===== config.mk =====
export PLATFORM = sky130hd
export DESIGN_NAME = ultrasonic_scheduler
export DESIGN_NICKNAME = d
export VERILOG_FILES = /design/src/rtl/ultrasonic_scheduler.sv
export SDC_FILE = /design/constraint.sdc
export NUM_CORES = 1
export LEC_CHECK = 0
export CORE_AREA = 2 2 162 132
export CTS_CLUSTER_SIZE = 16
export DETAILED_ROUTE_END_ITERATION = 7
export DIE_AREA = 0 0 164 134
export DONT_BUFFER_PORTS = 1
export GPL_TIMING_DRIVEN = 0
export PLACE_DENSITY = 0.44
export SYNTH_ARGS = -nofsm -noshare
export SYNTH_HDL_FRONTEND = slang
export SYNTH_SLANG_ARGS = --single-unit

===== constraint.sdc =====
create_clock -name clk -period 3.87 [get_ports clk]
set_input_delay 0.9675 -clock clk [delete_from_list [all_inputs] [get_ports clk]]
set_output_delay 0.9675 -clock clk [all_outputs]
set_load 0.1 [all_outputs]

===== src/rtl/ultrasonic_scheduler.sv =====
// Round-robin scheduler for HC-SR04-style ultrasonic sensors sharing one echo-width timer.
// Define SCHED_TIMEOUT_REPORT_EN to report timed-out/saturated slots as results.
module ultrasonic_scheduler #(
    parameter int NUM_SENSORS     = 4,
    parameter int CLK_MHZ         = 40,
    parameter int TRIG_US         = 20,
    parameter int SLOT_US         = 60000,
    parameter int RISE_TIMEOUT_US = 1000,
    parameter int MAX_ECHO_US     = 3552
) (
    input  logic                   clk,
    input  logic                   reset,
    input  logic                   enable,
    input  logic [NUM_SENSORS-1:0] sensor_mask,
    input  logic [NUM_SENSORS-1:0] echo,
    output logic [NUM_SENSORS-1:0] trig,
    output logic                   busy,
    output logic                   result_valid,
    output logic [2:0]             result_id,
    output logic [15:0]            result_us,
    output logic                   result_timeout
);

    // state     | meaning
    // IDLE      | no slot running; selects next masked sensor when enabled
    // TRIG      | trigger pulse high on the selected sensor for TRIG_US
    // WAIT_RISE | waiting for a 0->1 echo edge, bounded by RISE_TIMEOUT_US
    // MEASURE   | counting echo-high microseconds, saturating at MAX_ECHO_US
    // HOLDOFF   | waiting out the rest of the slot before the next trigger
    typedef enum logic [2:0] {
        IDLE,
        TRIG,
        WAIT_RISE,
        MEASURE,
        HOLDOFF
    } state_t;

    localparam int PW = (CLK_MHZ > 1) ? $clog2(CLK_MHZ) : 1;

    state_t                   state;
    logic [NUM_SENSORS-1:0]   echo_meta;
    logic [NUM_SENSORS-1:0]   echo_sync;
    logic [PW-1:0]            presc;
    logic                     tick;
    logic [15:0]              slot_cnt;
    logic [15:0]              phase_cnt;
    logic [15:0]              width;
    logic [2:0]               sel;
    logic                     echo_sel;
    logic                     echo_prev;
    logic                     rise;
    logic                     rec_ok;
    logic                     rec_to;
    logic                     hold_done;
    logic                     start_slot;
    logic                     nxt_found;
    logic [2:0]               nxt_sel;
    logic [NUM_SENSORS-1:0]   nxt_onehot;

    always_ff @(posedge clk or posedge reset) begin
        if (reset) begin
            echo_meta <= '0;
            echo_sync <= '0;
        end else begin
            echo_meta <= echo;
            echo_sync <= echo_meta;
        end
    end

    assign tick      = (presc == PW'(CLK_MHZ - 1));
    assign hold_done = tick && (slot_cnt >= 16'(SLOT_US - 1));

    always_comb begin
        echo_sel = 1'b0;
        for (int j = 0; j < NUM_SENSORS; j++) begin
            if (sel == 3'(j)) echo_sel = echo_sync[j];
        end
    end

    // Next set mask bit after the pointer, wrapping; smallest distance wins.
    always_comb begin
        nxt_found  = 1'b0;
        nxt_sel    = sel;
        nxt_onehot = '0;
        for (int i = NUM_SENSORS; i >= 1; i--) begin
            for (int j = 0; j < NUM_SENSORS; j++) begin
                if (sensor_mask[j] &&
                    ((int'(sel) + i == j) || (int'(sel) + i == j + NUM_SENSORS))) begin
                    nxt_found = 1'b1;
                    nxt_sel   = 3'(j);
                end
            end
        end
        for (int j = 0; j < NUM_SENSORS; j++) begin
            nxt_onehot[j] = (nxt_sel == 3'(j));
        end
    end

    always_comb begin
        rise   = echo_sel & ~echo_prev;
        rec_ok = 1'b0;
        rec_to = 1'b0;
        if (enable) begin
            case (state)
                WAIT_RISE: begin
                    if (!rise && tick && (phase_cnt == 16'(RISE_TIMEOUT_US - 1))) rec_to = 1'b1;
                end
                MEASURE: begin
                    if (!echo_sel) rec_ok = 1'b1;
                    else if (tick && (width >= 16'(MAX_ECHO_US - 1))) rec_to = 1'b1;
                end
                default: ;
            endcase
        end
    end

    // HOLDOFF rolls straight into the next slot so trigger spacing is exactly one slot.
    assign start_slot = enable && nxt_found &&
                        ((state == IDLE) || ((state == HOLDOFF) && hold_done));

    always_ff @(posedge clk or posedge reset) begin
        if (reset) begin
            state     <= IDLE;
            sel       <= 3'(NUM_SENSORS - 1);
            trig      <= '0;
            busy      <= 1'b0;
            presc     <= '0;
            slot_cnt  <= '0;
            phase_cnt <= '0;
            width     <= '0;
            echo_prev <= 1'b0;
        end else begin
            echo_prev <= echo_sel;
            presc     <= tick ? '0 : presc + PW'(1);
            if (tick) slot_cnt <= slot_cnt + 16'd1;

            if (!enable) begin
                state <= IDLE;
                trig  <= '0;
                busy  <= 1'b0;
            end else if (start_slot) begin
                state     <= TRIG;
                sel       <= nxt_sel;
                trig      <= nxt_onehot;
                busy      <= 1'b1;
                presc     <= '0;
                slot_cnt  <= '0;
                phase_cnt <= '0;
            end else begin
                case (state)
                    IDLE: ;
                    TRIG: begin
                        if (tick) begin
                            if (phase_cnt == 16'(TRIG_US - 1)) begin
                                trig      <= '0;
                                phase_cnt <= '0;
                                state     <= WAIT_RISE;
                            end else begin
                                phase_cnt <= phase_cnt + 16'd1;
                            end
                        end
                    end
                    WAIT_RISE: begin
                        if (rise) begin
                            width <= '0;
                            state <= MEASURE;
                        end else if (rec_to) begin
                            state <= HOLDOFF;
                        end else if (tick) begin
                            phase_cnt <= phase_cnt + 16'd1;
                        end
                    end
                    MEASURE: begin
                        if (rec_ok || rec_to) state <= HOLDOFF;
                        else if (tick) width <= width + 16'd1;
                    end
                    HOLDOFF: begin
                        if (hold_done) begin
                            state <= IDLE;
                            busy  <= 1'b0;
                        end
                    end
                    default: state <= IDLE;
                endcase
            end
        end
    end

    always_ff @(posedge clk or posedge reset) begin
        if (reset) begin
            result_valid <= 1'b0;
            result_id    <= '0;
            result_us    <= '0;
        end else begin
            result_valid <= 1'b0;
            if (rec_ok) begin
                result_valid <= 1'b1;
                result_id    <= sel;
                result_us    <= width;
            end
`ifdef SCHED_TIMEOUT_REPORT_EN
            else if (rec_to) begin
                result_valid <= 1'b1;
                result_id    <= sel;
                result_us    <= 16'(MAX_ECHO_US);
            end
`endif
        end
    end

`ifdef SCHED_TIMEOUT_REPORT_EN
    always_ff @(posedge clk or posedge reset) begin
        if (reset)       result_timeout <= 1'b0;
        else if (rec_ok) result_timeout <= 1'b0;
        else if (rec_to) result_timeout <= 1'b1;
    end
`else
    assign result_timeout = 1'b0;
`endif

endmodule

==> results.tsv, run 1 <==
stage	metric	value	unit
clock_tree	ctsResizeCount	1	
clock_tree	cts_root_buf	clkbuf_16	
placement	gp_congestion	0.8163	
power	clockPowerShare	34.1	%
routing	wl_met2	5272	um
setup_path	worstPathArrival	3.75	ns
setup_path	cp_max_fo	10	
floorplanning	die-area	21980	um^2
setup_path	crit_type	flip-flop to flip-flop	
clock_tree	cts_tree	yes	
cells_and_area	num-fill-cells	2130	
floorplanning	initial_core_util	24.58	%
sta	max_slew.worst_pin.slew	0.9998	ns
power	finalPower	2.706	mW
yosys	yosys_warnings	0	
cells_and_area	register_area	2355	um^2
routing	wl_met3	606	um
setup_path	path_delay_family	buffers and inverters	
clock_tree	h-tree-depth	3	
cells_and_area	final_util	27.90	%
sta	setup_viol	0	
yosys	async_reset_ff_share	100.0	%
clock_tree	clk_latency	0.35	ns
power	power_frac_comb	20.2	%
power	powerDensity	475.3	nW/um^2
routing	wl	12520	um
power	power_leakage	2.304	nW
cells_and_area	layout_commonest_cell	dfrtp_1	
cells_and_area	drive_above_1_share	14.26	%
cells_and_area	num_antenna_cells	0	
power	p_seq_share	45.7	%
sta	relSlewSlack	33.35	%
routing	wl_per_cell	15.89	um
grt	grt_pass1_vias	3885	
sta	hold_viol_final	0	
floorplanning	num_rows	47	
sta	fin_skew	0.01086	ns
power	p_sw	0.9415	mW
yosys	postSynthCellCount	502	
grt	grt_max_degree	54	
grt	grtUsageTotal	12.16	%
yosys	synth_nets	519	
routing	antenna_left	0	
sta	slew_viol_final	0	
grt	grt.overflow.total	0	
sta	rsz0062_at_grt	false	
setup_path	critPathMaxStageDelay	0.73	ns
placement	placed_cells	772	
cells_and_area	syn_to_final_growth	13.49	%
clock_tree	cts.sinks	94	
sta	layout_setup_ws	0.3492	ns
placement	pre_cts_ws	-0.03690	ns
routing	drt-met1-wl	6459	um
setup_path	crit_path_end_kind	flip-flop	
placement	place_hpwl	8921	um
grt	grt_pass1_wl	20910	um
setup_path	path_buf_inv	3	
clock_tree	clkTransAtPathRegs	0.07	ns
yosys	syn_area	5016	um^2
setup_path	slowest_stage	a2111oi_1	
cells_and_area	final_cell_mix	92 x dfrtp_1, 45 x nor2_1, 38 x nand2_1	
setup_path	worst_setup_path_start_kind	flip-flop	
power	p_int	1.765	mW
power	vdd_ir_drop_max	0.4732	mV
yosys	ys_ff_latch	94	
floorplanning	dieHeight	134	um
routing	route.detailed.drc	0	
clock_tree	post-cts-setup-buffer-count	0	
floorplanning	chipWidth	164	um
cells_and_area	fin_cells	788	
setup_path	cp.required	4.10	ns
floorplanning	io_pins	37	
routing	vias	3870	
clock_tree	cts_buffers	9	
yosys	yosys.cell_types.count	70	
yosys	synth-edff-count	0	
sta	holdWs	0.3557	ns
routing	drtIter0Drc	186	
setup_path	crit_path_cell_trace	buf_2 > clkbuf_1 > and2_1 > ha_1 > nand2_1 > o2bb2ai_1 > and4_1 > a2111oi_1 > clkbuf_2 > nor2_1	
sta	fin_crit_sh	90.98	%
grt	grt_antenna_before_repair	0	
cells_and_area	nets	531	
routing	top_layer	met4	
power	power_switching_share	34.79	%
yosys	syn_area_per_cell	9.992	um^2
clock_tree	hold_buffers	0	
placement	portBuffers	0	
routing	firstDrtPassIters	5	
yosys	ys.flop_type	dfrtp_1	
yosys	ys_seq_area_share	46.94	%
routing	vias_per_cell	4.911	
sta	min_period	3.521	ns
floorplanning	core_area	20410	um^2
sta	fmax	284.0	MHz
clock_tree	max-clock-path-buffers	2	
hold_path	hp-class	flip-flop to flip-flop	
job	maxCapViolations	0	
outcome	outcome	complete, no violations	
cells_and_area	multi_input_area	2471	um^2
## flip-flops by register name (all words and copies together), names as in the netlist, 4 cells and up
| signal | cells |
|---|---|
| phase_cnt | 16 |
| result_us | 16 |
| slot_cnt | 16 |
| width | 16 |
| presc | 6 |
| echo_meta | 4 |
| echo_sync | 4 |
| trig | 4 |
## final cells by class
class,count,share of cell area (%)
multi-input cells,370,43.41
clock inverters,6,1.209
repair buffers,1,0.4835
clock buffers,10,4.198
inverters,13,0.9011
well taps,269,5.912
flip-flops and latches,94,41.36
plain buffers,25,2.527
## synthesized netlist by cell type, types with 12 or more instances
cell / count / area (um^2)
dfrtp_1: 92 / 2302
nor2_1: 45 / 168.9
nand2_1: 38 / 142.6
nand3_1: 31 / 155.2
a21oi_1: 21 / 105.1
mux2_2: 20 / 225.2
o21ai_0: 19 / 95.09
o211ai_1: 18 / 135.1
inv_1: 13 / 48.80
o31ai_1: 13 / 97.59
nor2b_1: 12 / 75.07
xnor2_1: 12 / 105.1
## path summary, 6_finish.rpt
| check | from | end | slack (ns) | depth (start not counted) |
|---|---|---|---|---|
| min in group asynchronous | reset | result_us[0]$_DFFE_PP0P_ | 0.60 | 1 |
| worst min-delay path | echo_meta[1]$_DFF_PP0_ | echo_sync[1]$_DFF_PP0_ | 0.36 | 0 |
| worst max-delay path | sel[1]$_DFFE_PP1P_ | slot_cnt[2]$_DFF_PP0_ | 0.35 | 10 |
| worst min register to register | echo_meta[1]$_DFF_PP0_ | echo_sync[1]$_DFF_PP0_ | 0.36 | 0 |
| worst max register to register | sel[1]$_DFFE_PP1P_ | slot_cnt[2]$_DFF_PP0_ | 0.35 | 10 |
| max in group asynchronous | reset | sel[0]$_DFFE_PP1P_ | 2.55 | 2 |
## logic make-up after synthesis
logic type,Yosys count,synth area share (%)
xor gates and xnor gates,18,3.143
AOI/OAI and AO/OA,120,18.56
buffers and inverters,38,3.817
and+or+nand+nor,204,21.28
other,1,0.07476
DFF,94,46.94
muxes,21,4.690
adders and majority gates,6,1.497
## routing by layer
metal	track usage (%)	vias to the layer above
li1	-	1872
met1	17.83	1906
met2	17.30	80
met3	3.247	12
met4	3.801	0
met5	0	-
## power by group through the flow
stage / Sequential, mW / Clock (mW) / Combinational (mW)
4_1_cts: 1.24 / 0.960 / 0.545
2_1_floorplan: 1.24 / 0 / 0.415
5_1_grt: 1.25 / 0.991 / 0.619
6_report: 1.24 / 0.922 / 0.546
3_5_place_dp: 1.26 / 0 / 0.541
3_3_place_gp: 1.26 / 0 / 0.532
## per-stage QoR
stage / area, um^2 / setup TNS (ns)
6_report: 5693 / 0
5_1_grt: 5693 / 0
4_1_cts: 5692 / 0
3_5_place_dp: 5383 / -0.04299
3_3_place_gp: 5353 / -64.32
2_1_floorplan: 5016 / 0
Note: power is estimated with default switching activity, not from simulation.
==> run 2, diff against run 1 <==
Settings changed: CORE_AREA 2 2 162 132 to 2 2 123 173, DIE_AREA 0 0 164 134 to 0 0 125 175.
==> results.tsv, run 2 (synthesized netlist as in run 1, its figures left out) <==
stage	metric	value	unit	change
routing	wl_per_cell	16.11	um	was 15.89 um
setup_path	worst_setup_path_start_kind	flip-flop		unchanged
cells_and_area	final_cell_mix	92 x dfrtp_1, 45 x nor2_1, 38 x nand2_1		unchanged
clock_tree	cts_tree	yes		unchanged
sta	max_slew.worst_pin.slew	0.9936	ns	was 0.9998 ns
grt	grt.overflow.total	0		unchanged
sta	setup_viol	0		unchanged
routing	drtIter0Drc	263		was 186
power	p_sw	0.9138	mW	was 0.9415 mW
power	p_int	1.688	mW	was 1.765 mW
placement	gp_congestion	0.8381		was 0.8163
setup_path	r2r_cells	12		was 10
sta	relSlewSlack	33.76	%	was 33.35%
routing	wl	12450	um	was 12520 um
cells_and_area	num_antenna_cells	0		unchanged
placement	place_hpwl	9052	um	was 8921 um
power	vdd_ir_drop_max	0.4055	mV	was 0.4732 mV
clock_tree	hold_buffers	0		unchanged
cells_and_area	syn_to_final_growth	12.22	%	was 13.49%
cells_and_area	layout_commonest_cell	dfrtp_1		unchanged
power	clockPowerShare	31.1	%	was 34.1%
power	powerDensity	462.2	nW/um^2	was 475.3 nW/um^2
sta	setup_tns	0	ns	unchanged
clock_tree	clk_latency	0.35	ns	about the same
power	power_leakage	2.281	nW	was 2.304 nW
routing	firstDrtPassIters	6		was 5
hold_path	hold_depth	0		unchanged
sta	fmax	291.4	MHz	was 284.0 MHz
cells_and_area	num-fill-cells	2144		was 2130
power	power_switching_share	35.12	%	was 34.79%
hold_path	hp-class	flip-flop to flip-flop		unchanged
floorplanning	die-area	21880	um^2	was 21980 um^2
cells_and_area	nets	531		unchanged
cells_and_area	register_area	2355	um^2	unchanged
clock_tree	cts_buffers	9		unchanged
clock_tree	cts.sinks	94		unchanged
clock_tree	h-tree-depth	3		unchanged
setup_path	crit_path_end_kind	flip-flop		unchanged
placement	portBuffers	0		unchanged
routing	antenna_left	0		unchanged
outcome	outcome	complete, no violations		unchanged
clock_tree	post-cts-setup-buffer-count	0		unchanged
clock_tree	cts_root_buf	clkbuf_16		unchanged
grt	grtUsageTotal	11.53	%	was 12.16%
routing	route.detailed.drc	0		unchanged
sta	fin_skew	0.006955	ns	was 0.01086 ns
floorplanning	initial_core_util	24.68	%	was 24.58%
setup_path	cp.required	4.14	ns	was 4.10 ns
grt	grt_pass1_wl	20190	um	was 20910 um
power	power_frac_comb	21.2	%	was 20.2%
grt	grt_pass1_vias	3719		was 3885
floorplanning	dieHeight	175	um	was 134 um
clock_tree	max-clock-path-buffers	2		unchanged
floorplanning	num_rows	62		was 47
cells_and_area	fin_cells	773		was 788
setup_path	worstPathArrival	3.70	ns	was 3.75 ns
routing	vias	3900		was 3870
setup_path	cp_max_fo	10		unchanged
placement	placed_cells	759		was 772
cells_and_area	multi_input_area	2476	um^2	was 2471 um^2
sta	min_period	3.432	ns	was 3.521 ns
job	maxCapViolations	0		unchanged
grt	grt_antenna_before_repair	0		unchanged
floorplanning	io_pins	37		unchanged
sta	slew_viol_final	0		unchanged
sta	hold_viol_final	0		unchanged
setup_path	crit_type	flip-flop to flip-flop		unchanged
sta	rsz0062_at_grt	false		unchanged
sta	fin_crit_sh	88.68	%	was 90.98%
floorplanning	core_area	20320	um^2	was 20410 um^2
floorplanning	chipWidth	125	um	was 164 um
power	p_seq_share	47.7	%	was 45.7%
grt	grt_max_degree	52		was 54
clock_tree	clkTransAtPathRegs	0.06	ns	was 0.07 ns
routing	vias_per_cell	5.045		was 4.911
cells_and_area	drive_above_1_share	13.54	%	was 14.26%
run 2: cell types whose count changed in the layout (fill, tap and decap cells not counted), sizes merged:
cell / before / now
clkinv: 3 / 2
clkinvlp: 1 / 0
clkbuf: 20 / 22
bufinv: 1 / 0
inv: 14 / 13
run 2: power by group through the flow:
stage          combinational, mW  clock (mW)  sequential (mW)
4_1_cts                    0.552       0.839             1.24
3_5_place_dp               0.548           0             1.26
2_1_floorplan              0.415           0             1.24
6_report                   0.552       0.809             1.24
3_3_place_gp               0.538           0             1.26
5_1_grt                    0.618       0.881             1.25
run 2: area by class of cell:
class | instances | area share, %
Inverter | 13 | 0.9113
Buffer | 25 | 2.534
Sequential cell | 94 | 41.83
Multi-Input combinational cell | 370 | 43.99
Clock inverter | 2 | 0.1778
Tap cell | 256 | 5.690
Clock buffer | 12 | 4.379
Timing Repair Buffer | 1 | 0.4890
run 2: worst max-delay path, cell delays in order (launching register included):
cell and delay [ns]:
dfstp_2 0.55, buf_2 0.20, clkbuf_1 0.38, nor2_1 0.08
ha_1 0.24, and2_1 0.18, a221o_1 0.38, o31ai_1 0.38
a311o_1 0.25, buf_2 0.22, buf_2 0.24, o21ai_0 0.11
a21oi_1 0.14
run 2: metrics by stage:
step	worst slack (ns)	util, %	power, mW	hold slack, ns	instance area (um^2)
floorplan	0.4571	-	1.655	0.3312	5016
finish	0.4382	27.70	2.602	0.3486	5629
CTS	0.1375	27.67	2.634	0.3517	5624
detailed placement	-0.05600	26.40	1.809	0.3373	5366
global placement	-0.6947	26.26	1.800	0.3362	5336
global route	0.1805	27.70	2.748	0.3650	5629
run 2: worst paths after layout:
kind                                   startpoint                      to  slack (ns)
hold / removal             echo_meta[1]$_DFF_PP0_  echo_sync[1]$_DFF_PP0_        0.35
min in group asynchronous                   reset   slot_cnt[7]$_DFF_PP0_        0.59
setup / recovery               sel[1]$_DFFE_PP1P_   width[10]$_DFFE_PP0P_        0.44
max in group asynchronous                   reset   width[13]$_DFFE_PP0P_        2.61
setup reg to reg               sel[1]$_DFFE_PP1P_   width[10]$_DFFE_PP0P_        0.44
hold reg to reg            echo_meta[1]$_DFF_PP0_  echo_sync[1]$_DFF_PP0_        0.35
run 2: per-layer routing:
metal  vias up  wire length, um  GRT usage (%)
met1      1954             5541          14.09
met2        70             6243          19.54
met5         -                0              0
met4         0              256          5.463
li1       1858                -              -
met3        18              409          2.174
run 2: timing repair:
action,in CTS,in global routing
pin swaps,0,0
resized for setup,1,1
endpoints found under the setup margin,10,9
==> run 3, diff against run 2 <==
Settings changed: CTS_CLUSTER_DIAMETER set to 120.
==> results of run 3 <==
Final layout, timing and power as in run 2 (identical DEF).
